[src/rtl/pong_pkg.sv]
// Shared encodings and limits for the match controller and its helpers.
// Combinational constants only; no timing or flow control.
package pong_pkg;

  typedef enum logic [2:0] {
    ST_IDLE   = 3'd0,
    ST_PLAY   = 3'd1,
    ST_SERVE  = 3'd2,
    ST_PAUSED = 3'd3,
    ST_OVER   = 3'd4
  } state_t;

  localparam int MODE_TIMED    = 0;
  localparam int MODE_FIRST_TO = 1;
  localparam int MODE_EITHER   = 2;

  localparam int MAX_PLAYERS = 4;
  localparam int WINNER_W    = $clog2(MAX_PLAYERS);

endpackage

[src/rtl/edge_detect.sv]
// Single-edge detector: pulse is high for the cycle in which d differs from its registered copy.
// Combinational pulse from one register stage; no backpressure.
module edge_detect #(
  parameter bit RISING = 1'b1
) (
  input  logic clk,
  input  logic rst,
  input  logic d,
  output logic pulse
);

  logic d_q;

  always_ff @(posedge clk or negedge rst) begin
    if (!rst) d_q <= 1'b0;
    else      d_q <= d;
  end

  assign pulse = RISING ? (d & ~d_q) : (~d & d_q);

endmodule

[src/rtl/match_controller.sv]
// Match sequencing for a pong game: serve delay, miss scoring, pause, timeout and result.
// All outputs registered (one cycle from input); inputs are never stalled.
module match_controller
  import pong_pkg::*;
#(
  parameter int NUM_PLAYERS = 2,
  parameter int SCORE_W     = 4,
  parameter int WIN_SCORE   = 7,
  parameter int SERVE_TICKS = 200,
  parameter int MODE        = 2
) (
  input  logic                           clk,
  input  logic                           rst,
  input  logic                           tick,
  input  logic                           start,
  input  logic                           pause,
  input  logic                           time_up,
  input  logic [NUM_PLAYERS-1:0]         miss,
  output logic [2:0]                     state,
  output logic                           stop,
  output logic                           serve_req,
  output logic [NUM_PLAYERS*SCORE_W-1:0] scores,
  output logic [WINNER_W-1:0]            winner,
  output logic                           result_valid,
  output logic                           tie
);

  localparam int CNT_W = (SERVE_TICKS < 2) ? 1 : $clog2(SERVE_TICKS + 1);
  localparam int IDX_W = $clog2(NUM_PLAYERS);
  localparam logic [SCORE_W-1:0] SCORE_MAX = '1;
  localparam bit TIMEOUT_EN = (MODE != MODE_FIRST_TO);
  localparam bit WIN_EN     = (MODE != MODE_TIMED);

  state_t               state_q, state_nx;
  logic [SCORE_W-1:0]   score_q [NUM_PLAYERS];
  logic [SCORE_W-1:0]   score_nx[NUM_PLAYERS];
  logic [CNT_W-1:0]     cnt_q, cnt_nx;
  logic                 serve_req_nx;
  logic                 start_ev, pause_fall, timeout;
  logic [IDX_W-1:0]     miss_idx, credit_idx;
  logic [SCORE_W-1:0]   credited, best;
  logic [WINNER_W-1:0]  win_nx;
  logic                 tie_nx;

  edge_detect #(.RISING(1'b1)) u_start_ed (.clk(clk), .rst(rst), .d(start), .pulse(start_ev));
  edge_detect #(.RISING(1'b0)) u_pause_ed (.clk(clk), .rst(rst), .d(pause), .pulse(pause_fall));

  assign timeout = time_up && TIMEOUT_EN;

  always_comb begin
    state_nx     = state_q;
    score_nx     = score_q;
    cnt_nx       = cnt_q;
    serve_req_nx = 1'b0;
    // Lowest set miss bit wins; the next player round the table scores.
    miss_idx = '0;
    for (int i = NUM_PLAYERS - 1; i >= 0; i--) begin
      if (miss[i]) miss_idx = IDX_W'(i);
    end
    credit_idx = (miss_idx == IDX_W'(NUM_PLAYERS - 1)) ? '0 : miss_idx + IDX_W'(1);
    credited   = (score_q[credit_idx] == SCORE_MAX) ? SCORE_MAX
                                                    : score_q[credit_idx] + SCORE_W'(1);
    case (state_q)
      ST_IDLE: begin
        if (start_ev) begin
          for (int i = 0; i < NUM_PLAYERS; i++) score_nx[i] = '0;
          cnt_nx       = CNT_W'(SERVE_TICKS);
          serve_req_nx = 1'b1;
          state_nx     = ST_SERVE;
        end
      end
      ST_PLAY: begin
        if (timeout) begin
          state_nx = ST_OVER;
        end else if (|miss) begin
          score_nx[credit_idx] = credited;
          if (WIN_EN && (32'(credited) == WIN_SCORE)) begin
            state_nx = ST_OVER;
          end else begin
            cnt_nx       = CNT_W'(SERVE_TICKS);
            serve_req_nx = 1'b1;
            state_nx     = ST_SERVE;
          end
        end else if (pause) begin
          state_nx = ST_PAUSED;
        end
      end
      ST_SERVE: begin
        if (timeout) begin
          state_nx = ST_OVER;
        end else if (cnt_q == '0) begin
          state_nx = ST_PLAY;
        end else if (tick && !pause) begin
          cnt_nx = cnt_q - CNT_W'(1);
          if (cnt_q == CNT_W'(1)) state_nx = ST_PLAY;
        end
      end
      ST_PAUSED: begin
        if (timeout)                     state_nx = ST_OVER;
        else if (pause_fall || start_ev) state_nx = ST_PLAY;
      end
      ST_OVER: begin
        if (start_ev) state_nx = ST_IDLE;
      end
      default: state_nx = ST_IDLE;
    endcase
  end

  // Result is taken from the scores being registered, so it lines up with OVER.
  always_comb begin
    best   = score_nx[0];
    win_nx = '0;
    for (int i = 1; i < NUM_PLAYERS; i++) begin
      if (score_nx[i] > best) begin
        best   = score_nx[i];
        win_nx = WINNER_W'(i);
      end
    end
    tie_nx = 1'b0;
    for (int i = 0; i < NUM_PLAYERS; i++) begin
      if ((score_nx[i] == best) && (WINNER_W'(i) != win_nx)) tie_nx = 1'b1;
    end
  end

  always_ff @(posedge clk or negedge rst) begin
    if (!rst) begin
      state_q <= ST_IDLE;
      for (int i = 0; i < NUM_PLAYERS; i++) score_q[i] <= '0;
      cnt_q        <= '0;
      serve_req    <= 1'b0;
      stop         <= 1'b1;
      result_valid <= 1'b0;
      tie          <= 1'b0;
      winner       <= '0;
    end else begin
      state_q      <= state_nx;
      score_q      <= score_nx;
      cnt_q        <= cnt_nx;
      serve_req    <= serve_req_nx;
      stop         <= (state_nx != ST_PLAY);
      result_valid <= (state_nx == ST_OVER);
      tie          <= (state_nx == ST_OVER) && tie_nx;
      if (state_nx == ST_OVER) winner <= win_nx;
    end
  end

  assign state = state_q;

  for (genvar g = 0; g < NUM_PLAYERS; g++) begin : g_pack
    assign scores[g*SCORE_W +: SCORE_W] = score_q[g];
  end

endmodule

[config.mk]
export PLATFORM = sky130hd
export DESIGN_NAME = match_controller
export DESIGN_NICKNAME = d
export VERILOG_FILES = /design/src/rtl/pong_pkg.sv /design/src/rtl/edge_detect.sv /design/src/rtl/match_controller.sv
export SDC_FILE = /design/constraint.sdc
export NUM_CORES = 1
export LEC_CHECK = 0
export BUFFER_PORTS_ARGS = -buffer_cell sky130_fd_sc_hd__buf_2
export CAP_MARGIN = 20
export CORE_MARGIN = 8
export CORE_UTILIZATION = 55
export DETAILED_ROUTE_END_ITERATION = 7
export HOLD_SLACK_MARGIN = 0.08
export PLACE_DENSITY = 0.77
export RECOVER_POWER = 25
export SLEW_MARGIN = 20
export SYNTH_ARGS = -nofsm -noshare
export SYNTH_HDL_FRONTEND = slang
export SYNTH_SLANG_ARGS = --single-unit
export TNS_END_PERCENT = 5
[constraint.sdc]
create_clock -name clk -period 7.32 [get_ports clk]
set_input_delay 0.732 -clock clk [delete_from_list [all_inputs] [get_ports clk]]
set_output_delay 0.732 -clock clk [all_outputs]
set_load 0.02 [all_outputs]
==> flow_metrics.env <==
export IMPL_drtAntennaViolNets=0
export IMPL_synthToLayoutAreaGrowth_pct=8.32
export IMPL_slew_violations=0
export IMPL_clock_fmax_ghz=0.299
export IMPL_boundaryPins=25
export IMPL_syn_instance_count=204
export IMPL_finalPower_mw=0.510
export IMPL_async_flop_share=1.00
export IMPL_status="finished clean"
export IMPL_crit_required_ns=7.56
export IMPL_setup_viol=0
export IMPL_synth_compound_area_frac=0.236
export IMPL_insertion_delay_ns=0.31
export IMPL_vias=1631
export IMPL_antenna_found_initial=0
export IMPL_grt_use_total=0.167
export IMPL_clock_skew_ns=0.00401
export IMPL_p_leak_nw=0.884
export IMPL_die_x_um=74.9
export IMPL_dp_hpwl_mm=3.28
export IMPL_nNetsFinal=237
export IMPL_start_kind="input port"
export IMPL_die_area_um2=5620
export IMPL_synth_edf_count=0
export IMPL_path_class="in2reg"
export IMPL_worst_slew_pin_slew_ns=1.35
export IMPL_min_period_ns=3.35
export IMPL_synth_fa_ha_area_frac=0.0393
export IMPL_postCtsHoldBufs=0
export IMPL_ys_flop_type="dfrtp_1"
export IMPL_yosys_warnings=0
export IMPL_drive_gt1_frac=0.185
export IMPL_cts_buffer_depth=2
export IMPL_synth_xor_area_frac=0.0236
export IMPL_synth_top_family_by_area="compound AO/OA/AOI/OAI gates"
export IMPL_p_int_mw=0.307
export IMPL_whs_ns=0.543
export IMPL_ys_seq_area_frac=0.341
export IMPL_synth_simple_gate_area_frac=0.229
export IMPL_cp_max_fo=10
export IMPL_rows=21
export IMPL_synthMuxAreaShare=0.0629
export IMPL_p_per_area_nw_per_um2=246
export IMPL_htreeDepth=1
export IMPL_switching_power_mw=0.203
export IMPL_clk_pin_slew_worst_paths_ns=0.14
export IMPL_tns_ns=0
export IMPL_io_buffers=23
export IMPL_ys_ff_latch=26
export IMPL_syn_area_per_cell_um2=9.37
export IMPL_hold_viol=0
export IMPL_drt_iter0_drc=170
export IMPL_postCtsSetupRepairBufs=0
export IMPL_cts_buffers=3
export IMPL_grt_setup_unrepaired="no"
export IMPL_die_y_um=74.9
export IMPL_hold_class="in2reg"
export IMPL_grt_max_degree=27
export IMPL_core_area_um2=3340
export IMPL_seqPwrFrac=0.421
export IMPL_fin_crit_sh=0.457
export IMPL_gp_congestion=0.919
export IMPL_routed_wl_mm=4.37
export IMPL_place_area_um2=2020
export IMPL_ys_types=62
export IMPL_fin_area_um2=2070
export IMPL_cp_end_kind="register"
export IMPL_clock_sinks=26
export IMPL_gr_total_overflow=0
export IMPL_irDropWorstVdd_mv=0.150
export IMPL_syn_nets=218
export IMPL_maxCapViolCount=0
export IMPL_slew_headroom=0.0970
export IMPL_viasPerCell=6.09
export IMPL_cts_tree="done"
export IMPL_wire_per_inst_um=16.3
export IMPL_post_cts_resized=0
export IMPL_drt_drc_violations_left=0
export IMPL_grt_pass1_wl_mm=7.37
export IMPL_synth_area_um2=1910
export IMPL_worstPathArrival_ns=3.59
export IMPL_clkPwrFrac=0.193
export IMPL_start_util=0.573
export IMPL_drtPass1Iterations=4
export IMPL_grt_pass1_vias=1502
export IMPL_sw_frac_of_total=0.398
export IMPL_pwr_share_comb=0.386
export IMPL_utilization=0.620
export IMPL_root_buffer="clkbuf_4"
export IMPL_diodes=0
[final timing paths]
kind,startpoint,endpoint,slack [ns],cells after the start
setup / recovery,miss[0],winner[0],3.97,13
hold / removal,pause,u_pause_ed.d_q,0.54,1
setup reg to reg,scores[0],winner[0],4.33,11
hold reg to reg,cnt_q[1],cnt_q[1],0.54,2
max in group asynchronous,rst,scores[3],5.85,1
min in group asynchronous,rst,tie,0.69,1
[power groups by stage]
stage,clock network (mW),registers (mW),logic (mW)
final,0.0982,0.215,0.197
after global routing,0.108,0.222,0.218
after CTS,0.100,0.214,0.198
after detailed placement,0,0.217,0.197
after global placement,0,0.215,0.191
after floorplan,0,0.214,0.145
[layout by cell type (no fill, tap or decap), types with 4 or more instances in the layout]
cell type / synthesis / layout
a21oi_1: 10 / 10
inv_1: 16 / 16
ha_1: 6 / 6
or3_1: 7 / 7
nand2_1: 21 / 21
dfrtp_1: 25 / 25
o21ai_0: 9 / 9
buf_2: 1 / 20
nor2b_1: 5 / 5
nand3_1: 8 / 8
or4_1: 4 / 4
nor2_1: 11 / 11
o31ai_1: 6 / 6
[flip-flops by register name (all words and copies together), names as in the netlist]
name	flops
tie	1
state	3
cnt_q	8
scores	8
result_valid	1
serve_req	1
stop	1
u_pause_ed.d_q	1
winner	1
u_start_ed.d_q	1
[metrics by stage]
| step | setup WS, ns | std cells |
|---|---|---|
| 5_1_grt | 3.77 | 268 |
| 3_3_place_gp | 3.77 | 264 |
| 2_1_floorplan | 3.85 | 204 |
| 3_5_place_dp | 3.67 | 264 |
| 4_1_cts | 3.98 | 268 |
| 6_report | 3.97 | 268 |
[cells in the mapped netlist, types with 2 or more instances]
library cell / count / area share
a31oi_1: 3 / 0.0098
o31a_1: 2 / 0.0092
o21ai_1: 3 / 0.0079
mux2i_4: 2 / 0.024
o31ai_1: 6 / 0.024
nand3b_1: 2 / 0.0079
clkbuf_1: 4 / 0.0079
or4_1: 4 / 0.016
nor2b_1: 5 / 0.016
o41ai_1: 3 / 0.014
mux2_2: 2 / 0.012
a221oi_1: 2 / 0.0092
o2bb2ai_1: 2 / 0.0092
nand3_1: 8 / 0.021
dfrtp_1: 25 / 0.33
nand2b_1: 2 / 0.0065
and2_1: 3 / 0.0098
nor3_1: 3 / 0.0079
mux2i_1: 3 / 0.016
o311ai_0: 2 / 0.0092
ha_1: 6 / 0.039
a21oi_1: 10 / 0.026
a211o_1: 2 / 0.0092
o211ai_1: 2 / 0.0079
o21ai_0: 9 / 0.024
or3_1: 7 / 0.023
nor2_1: 11 / 0.022
inv_1: 16 / 0.031
nand2_1: 21 / 0.041
nor3b_1: 2 / 0.0079
[layer usage]
layer | routed length, um | up-vias | GRT usage
li1 | - | 798 | -
met1 | 2060 | 787 | 0.234
met2 | 2020 | 39 | 0.255
met3 | 227 | 7 | 0.0240
met4 | 53 | 0 | 0.0500
met5 | 0 | - | 0
[cell families after synthesis]
logic type,after synthesis
compound gates,57
other cells,1
buf+inv,26
flops,26
xor+xnor,3
fa+ha+maj,6
simple gates,77
mux,8
[final cells by class]
class	count	area, um^2
fillers	291	1270
multi-input cells	152	1130
flip-flops and latches	26	652
repair buffers	23	111
inverters	17	63.8
well taps	46	57.6
clock inverters	1	30.0
clock buffers	3	22.5
[critical path, cell delays in order]
cell and delay (ns):
buf_2 0.18, nand2b_4 0.27, mux2i_4 0.31, inv_2 0.07, ha_1 0.33, a21oi_1 0.34, o21ai_0 0.20, ha_1 0.33
nor2b_1 0.14, o21a_1 0.11, o21ai_0 0.07, a2bb2o_1 0.28, a41oi_1 0.20
(Power assumes the default switching activity.)
